<file path="src/rtl/csr_serial_loader.sv">
// Serial write front end for the PLL CSR bank: deserialises framed, parity-protected
// addr/data commands from cs_n/sdi into single-cycle write strobes and keeps error status.
module csr_serial_loader #(
    parameter int PARITY_EN = 1,
    parameter int ADDR_MAX  = 12,
    parameter int CNT_W     = 8
) (
    input  logic             clk_csr,
    input  logic             rst_n,
    input  logic             cs_n,
    input  logic             sdi,
    input  logic             clr_status,
    output logic             wr_en,
    output logic [3:0]       wr_addr,
    output logic [3:0]       wr_data,
    output logic             busy,
    output logic             parity_err,
    output logic             addr_err,
    output logic             abort_err,
    output logic [CNT_W-1:0] frame_cnt,
    output logic [3:0]       err_cnt
);

    typedef enum logic [1:0] {
        ST_IDLE  = 2'd0,
        ST_SHIFT = 2'd1,
        ST_HOLD  = 2'd2
    } state_t;

    localparam logic [3:0] FRAME_LEN = (PARITY_EN != 0) ? 4'd9 : 4'd8;
    localparam logic [3:0] LAST_IDX  = FRAME_LEN - 4'd1;
    localparam logic [3:0] ADDR_LIM  = 4'(ADDR_MAX);

    function automatic logic even_parity_ok(input logic [8:0] frame);
        return ((^frame) == 1'b0);
    endfunction

    state_t           state_q, state_d;
    logic [7:0]       sr_q, sr_d;
    logic [3:0]       bit_cnt_q, bit_cnt_d;
    logic             wr_en_q, wr_en_d;
    logic [3:0]       wr_addr_q, wr_addr_d;
    logic [3:0]       wr_data_q, wr_data_d;
    logic             busy_q, busy_d;
    logic             parity_err_q, parity_err_d;
    logic             addr_err_q, addr_err_d;
    logic             abort_err_q, abort_err_d;
    logic [CNT_W-1:0] frame_cnt_q, frame_cnt_d;
    logic [3:0]       err_cnt_q, err_cnt_d;

    logic [8:0] frame_s;
    logic [3:0] addr_s;
    logic [3:0] data_s;
    logic       par_fail_s;
    logic       addr_fail_s;
    logic       last_bit_s;
    logic       abort_s;
    logic       accept_s;
    logic       reject_s;

    // The frame is evaluated with the final bit taken straight from sdi, not from the shift register.
    always_comb begin
        frame_s = {sr_q, sdi};
        if (PARITY_EN != 0) begin
            addr_s     = frame_s[8:5];
            data_s     = frame_s[4:1];
            par_fail_s = ~even_parity_ok(frame_s);
        end else begin
            addr_s     = frame_s[7:4];
            data_s     = frame_s[3:0];
            par_fail_s = 1'b0;
        end
        addr_fail_s = (addr_s > ADDR_LIM);
    end

    // Frame sequencing: IDLE -> SHIFT while bits arrive -> HOLD until cs_n releases.
    always_comb begin
        state_d    = state_q;
        sr_d       = sr_q;
        bit_cnt_d  = bit_cnt_q;
        last_bit_s = 1'b0;
        abort_s    = 1'b0;
        case (state_q)
            ST_IDLE: begin
                if (!cs_n) begin
                    sr_d      = {7'd0, sdi};
                    bit_cnt_d = 4'd1;
                    state_d   = ST_SHIFT;
                end else begin
                    bit_cnt_d = 4'd0;
                end
            end
            ST_SHIFT: begin
                if (!cs_n) begin
                    sr_d = {sr_q[6:0], sdi};
                    if (bit_cnt_q == LAST_IDX) begin
                        last_bit_s = 1'b1;
                        bit_cnt_d  = FRAME_LEN;
                        state_d    = ST_HOLD;
                    end else begin
                        bit_cnt_d = bit_cnt_q + 4'd1;
                    end
                end else begin
                    abort_s   = 1'b1;
                    bit_cnt_d = 4'd0;
                    state_d   = ST_IDLE;
                end
            end
            ST_HOLD: begin
                if (cs_n) begin
                    bit_cnt_d = 4'd0;
                    state_d   = ST_IDLE;
                end else begin
                    state_d = ST_HOLD;
                end
            end
            default: begin
                bit_cnt_d = 4'd0;
                state_d   = ST_IDLE;
            end
        endcase
        busy_d = (state_d == ST_SHIFT);
    end

    // Write strobe and sticky status; a concurrent clear beats any event but never the strobe.
    always_comb begin
        accept_s  = last_bit_s & ~par_fail_s & ~addr_fail_s;
        reject_s  = abort_s | (last_bit_s & (par_fail_s | addr_fail_s));
        wr_en_d   = accept_s;
        wr_addr_d = accept_s ? addr_s : wr_addr_q;
        wr_data_d = accept_s ? data_s : wr_data_q;
        if (clr_status) begin
            parity_err_d = 1'b0;
            addr_err_d   = 1'b0;
            abort_err_d  = 1'b0;
            frame_cnt_d  = {CNT_W{1'b0}};
            err_cnt_d    = 4'd0;
        end else begin
            parity_err_d = parity_err_q | (last_bit_s & par_fail_s);
            addr_err_d   = addr_err_q | (last_bit_s & ~par_fail_s & addr_fail_s);
            abort_err_d  = abort_err_q | abort_s;
            if (accept_s && (frame_cnt_q != {CNT_W{1'b1}})) begin
                frame_cnt_d = frame_cnt_q + CNT_W'(1);
            end else begin
                frame_cnt_d = frame_cnt_q;
            end
            if (reject_s && (err_cnt_q != 4'hF)) begin
                err_cnt_d = err_cnt_q + 4'd1;
            end else begin
                err_cnt_d = err_cnt_q;
            end
        end
    end

    // State and output registers.
    always_ff @(posedge clk_csr or negedge rst_n) begin
        if (!rst_n) begin
            state_q      <= ST_IDLE;
            sr_q         <= 8'd0;
            bit_cnt_q    <= 4'd0;
            wr_en_q      <= 1'b0;
            wr_addr_q    <= 4'd0;
            wr_data_q    <= 4'd0;
            busy_q       <= 1'b0;
            parity_err_q <= 1'b0;
            addr_err_q   <= 1'b0;
            abort_err_q  <= 1'b0;
            frame_cnt_q  <= {CNT_W{1'b0}};
            err_cnt_q    <= 4'd0;
        end else begin
            state_q      <= state_d;
            sr_q         <= sr_d;
            bit_cnt_q    <= bit_cnt_d;
            wr_en_q      <= wr_en_d;
            wr_addr_q    <= wr_addr_d;
            wr_data_q    <= wr_data_d;
            busy_q       <= busy_d;
            parity_err_q <= parity_err_d;
            addr_err_q   <= addr_err_d;
            abort_err_q  <= abort_err_d;
            frame_cnt_q  <= frame_cnt_d;
            err_cnt_q    <= err_cnt_d;
        end
    end

    assign wr_en      = wr_en_q;
    assign wr_addr    = wr_addr_q;
    assign wr_data    = wr_data_q;
    assign busy       = busy_q;
    assign parity_err = parity_err_q;
    assign addr_err   = addr_err_q;
    assign abort_err  = abort_err_q;
    assign frame_cnt  = frame_cnt_q;
    assign err_cnt    = err_cnt_q;

endmodule
</file>
<file path="config.mk">
export PLATFORM = sky130hd
export DESIGN_NAME = csr_serial_loader
export DESIGN_NICKNAME = d
export VERILOG_FILES = /design/src/rtl/csr_serial_loader.sv
export SDC_FILE = /design/constraint.sdc
export NUM_CORES = 1
export LEC_CHECK = 0
export BUFFER_PORTS_ARGS = -buffer_cell sky130_fd_sc_hd__buf_4
export CORE_MARGIN = 2
export CORE_UTILIZATION = 45
export CTS_CLUSTER_DIAMETER = 60
export DETAILED_ROUTE_END_ITERATION = 16
export GPL_ROUTABILITY_DRIVEN = 1
export GPL_TIMING_DRIVEN = 0
export PLACE_DENSITY = 0.71
export SKIP_LAST_GASP = 1
export SLEW_MARGIN = 25
export SYNTH_ARGS = -nofsm -noshare
export SYNTH_HDL_FRONTEND = slang
export SYNTH_SLANG_ARGS = --single-unit
</file>
<file path="constraint.sdc">
create_clock -name clk_csr -period 3.9 [get_ports clk_csr]
set_input_delay 0.39 -clock clk_csr [delete_from_list [all_inputs] [get_ports clk_csr]]
set_output_delay 0.39 -clock clk_csr [all_outputs]
set_load 0.005 [all_outputs]
</file>
==> results of run 1 <==
-- final cells by class --
class	instances	area [sq um]	share of cell area (%)
plain buffers	6	22.5	1.01
clock buffers	8	100	4.48
inverters	6	22.5	1.01
multi-input cells	127	846	37.9
flip-flops and latches	39	976	43.7
well taps	50	62.6	2.80
repair buffers	27	203	9.08
-- sequential cells by signal, summed over array words and instances, names as in the netlist --
register,count
sr_q,8
bit_cnt_q,4
wr_en,1
frame_cnt,8
addr_err,1
parity_err,1
busy,1
wr_data,4
wr_addr,4
abort_err,1
err_cnt,4
state_q,2
-- through the flow --
| step | hold slack (ps) | instance area [sq um] | power, mW |
|---|---|---|---|
| 5_1_grt | 90.0 | 2230 | 0.839 |
| 2_1_floorplan | 94.4 | 1870 | 0.479 |
| 6_report | 52.2 | 2230 | 0.799 |
| 3_3_place_gp | 395 | 2130 | 0.505 |
| 4_1_cts | 64.2 | 2230 | 0.809 |
| 3_5_place_dp | 387 | 2130 | 0.507 |
-- cell usage in the layout (no fill, tap or decap), types with 7 or more instances in the layout --
cell type,netlist,layout
nand2_1,25,25
o21ai_0,10,10
nor2_1,22,22
mux2_2,9,9
buf_4,0,27
clkbuf_1,6,7
dfrtp_1,39,39
clkbuf_8,0,7
-- power by group through the flow --
| stage | Sequential (mW) | Clock (mW) | Combinational, mW |
|---|---|---|---|
| final | 0.423 | 0.302 | 0.0743 |
| after detailed placement | 0.431 | 0 | 0.0757 |
| after global placement | 0.431 | 0 | 0.0743 |
| after floorplan | 0.429 | 0 | 0.0497 |
| after CTS | 0.423 | 0.310 | 0.0764 |
| after global routing | 0.425 | 0.328 | 0.0857 |
-- cell usage after synthesis, drive strengths merged (3+ instances only) --
library cell  instances
a21oi                 3
a22oi                 3
and3                  3
clkbuf                6
dfrtp                39
ha                    4
inv                   6
mux2                 10
mux2i                 3
nand2                25
nand3                 6
nor2                 22
nor2b                 4
o211ai                3
o21ai                11
xnor2                 6
xor2                  6
-- worst min-delay path by stage --
| stage | to |
|---|---|
| floorplan | abort_err |
| global placement | state_q[0] |
| detailed placement | wr_data[1] |
| CTS | frame_cnt[2] |
| global route | bit_cnt_q[1] |
| finish | wr_data[1] |
-- kinds of logic (layout without fill, tap and decap cells) --
group	count (synthesis)	after routing	share of synthesized area [%]
AOI/OAI and AO/OA	26	26	8.85
xor gates and xnor gates	13	13	7.31
adders and majority gates	4	4	2.68
buffers and inverters	12	47	2.41
DFF	39	39	52.3
muxes	13	13	7.64
and+or+nand+nor	71	71	18.8
-- layer usage --
layer	GRT usage [%]	part of all wire (%)	up-vias	routed length (um)
met4	7.25	1.7	0	59
met1	22.6	45	675	1600
met5	0	0	-	0
li1	-	-	677	-
met3	5.43	5.2	7	186
met2	27.8	48	35	1730
==> flow_summary.ini, run 1 <==
[clock_network]
clockRootBuffer = clkbuf_8
numCtsBuffers = 5
clkSinkCount = 39
tritoncts = done
insertion_delay_ps = 300
postCtsHoldBufs = 0
cts_buffer_depth = 2
post-cts-setup-buffers = 0
htreeDepth = 2
cts.repair.resized = 0
clk_pin_slew_ps = 70

[worst_setup_path]
critPathMaxStageDelay_ps = 500
cp_cell_sequence = xor2_1 -> xnor3_2 -> xor2_2 -> nor2_1 -> nand2_1 -> mux2_2
critPathTopFamily = XOR/XNOR gates
cp.arrival_ps = 2580
cp_num_cells = 6
r2r-start = sr_q[2]
crit_buf_inv = 0
crit_fanout = 9
worst_r2r_endpoint = wr_addr[0]
r2r_setup_slack_ps = 1500
critPathKind = register to register
cp_slowest_cell = xnor3_2
crit_start = sr_q[2]
endpoint = wr_addr[0]
reg2regPathDepth = 6
critPathLaunchType = register
required_ps = 4080
worst_setup_path_end_kind = register

[floorplanning]
dieArea_sq_um = 4680
die_h_um = 68.4
core_area_sq_um = 4000
die_w_um = 68.4
rows = 23
num_io_pins = 30
initial_utilization_pct = 46.7

[yosys]
synth_flop_cell = dfrtp_1
synth_area_leaders = dfrtp_1 52%, mux2_2 5.4%, nand2_1 5.0%
synth-warning-count = 0
synth_edf_count = 0
ys_seq_area_share_pct = 52.3
synthDistinctLibCells = 35
yosys.area.top_type_share_pct = 52.3
synth.cell_area_sq_um = 1870
syn_inst = 178
syn_nets = 187
synth-seq-cells = 39
synth_top_area_cell = dfrtp_1
avgSynthCellArea_sq_um = 10.5
async_flop_share_pct = 100

[grt]
antenna_found_initial = 0
grt_pass1_vias = 1267
grt_pass1_wl_um = 6010
grt.total_usage_pct = 17.7
grt_max_degree = 40
grt-ovfl-total = 0

[layout]
antenna_cells = 0
area_growth_pct = 19.6
num-fill-cells = 355
layout-drive-gt1-share_pct = 23.0
finish.utilization_pct = 55.8
nNetsFinal = 221
layout.cells.non_filler = 263

[power]
p_per_area_nw_per_um2 = 358
p_leak_nw = 1.11
power_switching_mw = 0.195
pwr-share-seq_pct = 53.0
max-vdd-ir-drop_v = 0.000181
swShare_pct = 24.4
power.share.combinational_pct = 9.3
pwr-share-clk_pct = 37.8
internal_power_mw = 0.604

[timing]
hold_violations = 0
rsz0062_at_grt = no
setup_viol = 0
skew_ps = 6.48
finalSetupTns_ps = 0
clock.fmax_ghz = 0.417
layout_min_cycle_time_ps = 2400
finalWorstSetupSlack_ps = 1500
slew_headroom_pct = 67.7
worst_slew_pin_slew_ps = 485
period_share_pct = 61.5
slew_violations = 0

[place]
place_ws_ps = 1520
dp_hpwl_um = 2510
io_buffers = 27
numPlacedInstances = 255
gp_congestion = 0.759

[status]
outcome = completed

[detailed_routing]
drtIter0Drc = 102
wl_per_cell_um = 13.6
drc = 0
ant_nets = 0
drtPass1Iterations = 4
vias_per_cell = 5.30
wl_um = 3570
vias = 1394

[hold_path]
hold_class = input pin to async pin

[run]
maxCapViolations = 0
(Power assumes the default switching activity.)
==> inputs of run 2 (changes only) <==
==> constraint.sdc (replaced) <==
create_clock -name clk_csr -period 2.5 [get_ports clk_csr]
set_input_delay 0.25 -clock clk_csr [delete_from_list [all_inputs] [get_ports clk_csr]]
set_output_delay 0.25 -clock clk_csr [all_outputs]
set_load 0.005 [all_outputs]
==> run 2 against run 1 <==
Compared with the run above: count of clock-buffer cells in the layout unchanged; global-route usage did not move; sequential share of layout area decreased by 0.24 points; critical path depth did not move; power rose by 56%; first-iteration DRC count shrank 29%; clock power up 56%; setup slack lost 1300 ps; via count grew 0.29%; register-to-register slack lost 1300 ps; die area is the same; core utilization increased by 0.31 points; largest cell class unchanged; largest power group unchanged.
==> flow_summary.ini, run 2 (synthesized netlist as in run 1, its figures left out) <==
[detailed_routing]
drc = 0
wl_um = 3570
wl_per_cell_um = 13.5
vias = 1398
drtPass1Iterations = 4
vias_per_cell = 5.30
drtIter0Drc = 72
ant_nets = 0

[timing]
rsz0062_at_grt = no
layout_min_cycle_time_ps = 2310
worst_slew_pin_slew_ps = 490
finalWorstSetupSlack_ps = 195
hold_violations = 0
skew_ps = 6.46
finalSetupTns_ps = 0
slew_headroom_pct = 67.3
clock.fmax_ghz = 0.434
setup_viol = 0
period_share_pct = 92.2
slew_violations = 0

[clock_network]
clk_pin_slew_ps = 80
post-cts-setup-buffers = 0
htreeDepth = 2
cts_buffer_depth = 2
tritoncts = done
clkSinkCount = 39
insertion_delay_ps = 300
numCtsBuffers = 5
clockRootBuffer = clkbuf_8

[worst_setup_path]
required_ps = 2690
crit_fanout = 4
critPathLaunchType = register
reg2regPathDepth = 6
worst_setup_path_end_kind = register
r2r_setup_slack_ps = 190
r2r-start = sr_q[2]
cp.arrival_ps = 2490
worst_r2r_endpoint = frame_cnt[7]
critPathKind = register to register

[status]
outcome = completed

[layout]
final_common_cell = dfrtp_1
area_growth_pct = 20.2
layout.cells.non_filler = 264
layout_common_cells = 39 x dfrtp_1, 27 x buf_4, 24 x nand2_1
layout-drive-gt1-share_pct = 23.4
antenna_cells = 0
nNetsFinal = 222
num-fill-cells = 356

[grt]
antenna_found_initial = 0
grt.total_usage_pct = 17.7
grt_pass1_vias = 1267
grt-ovfl-total = 0
grt_pass1_wl_um = 6010
grt_max_degree = 40

[floorplanning]
num_io_pins = 30
die_w_um = 68.4
dieArea_sq_um = 4680
rows = 23
core_area_sq_um = 4000
initial_utilization_pct = 46.7
die_h_um = 68.4

[place]
gp_congestion = 0.759
dp_hpwl_um = 2510
place_ws_ps = 119
numPlacedInstances = 255
io_buffers = 27

[power]
p_per_area_nw_per_um2 = 557
max-vdd-ir-drop_v = 0.000282
p_total_mw = 1.25
p_leak_nw = 1.12

[run]
maxCapViolations = 0

[hold_path]
hold_class = input pin to register
worstHoldStart = sdi
min_to = sr_q[0]
whs_path_depth = 3
-- run 2: cell type report --
| cell class | count | area, sq um | area share [%] |
|---|---|---|---|
| multi-input combinational | 127 | 848 | 37.8 |
| tap | 50 | 62.6 | 2.79 |
| timing repair buffer | 28 | 213 | 9.48 |
| buffer | 6 | 22.5 | 1.00 |
| sequential | 39 | 976 | 43.5 |
| clock buffer | 8 | 100 | 4.46 |
| inverter | 6 | 22.5 | 1.00 |
-- run 2: power by group --
group / total, mW / switching [mW] / internal, mW
sequential: 0.660 / 0.0154 / 0.645
clock: 0.472 / 0.220 / 0.252
combinational: 0.117 / 0.0702 / 0.0470
-- run 2: metal layers --
layer  vias up  part of all wire, %  GRT usage [%]
li1        679                    -              -
met2        31                   48           27.8
met4         0                  1.7           7.25
met5         -                    0              0
met1       681                   46           22.6
met3         7                  4.7           5.43
-- run 2: through the flow --
| step | hold WS [ps] | utilization [%] | area [sq um] |
|---|---|---|---|
| after floorplan | -45.6 | - | 1870 |
| after global placement | 255 | 53.3 | 2130 |
| after detailed placement | 247 | 53.3 | 2130 |
| after CTS | 163 | 56.1 | 2240 |
| after global routing | 182 | 56.1 | 2240 |
| final | 174 | 56.1 | 2240 |
-- run 2: worst max path at each step --
stage / from / end / cells after the start
after global routing: sr_q[2] / frame_cnt[7] / 6
after global placement: sr_q[6] / wr_addr[1] / 6
after floorplan: sr_q[6] / frame_cnt[6] / 6
after CTS: sr_q[2] / wr_addr[0] / 6
final: sr_q[2] / frame_cnt[7] / 6
after detailed placement: sr_q[2] / wr_addr[0] / 6
-- run 2: critical path, cell delays in order (launching register included) --
cell and delay (ps):
dfrtp_1 430, xor2_1 200, xnor3_2 500, nor4_2 410, o21ai_1 180, nor2_1 150
mux2_2 340
-- run 2: what timing repair did --
action | CTS | global route
hold buffers | 1 | 0
endpoints found under the setup margin | 0 | 8
resized for setup | 0 | 1
endpoints found under the hold margin | 39 | 0
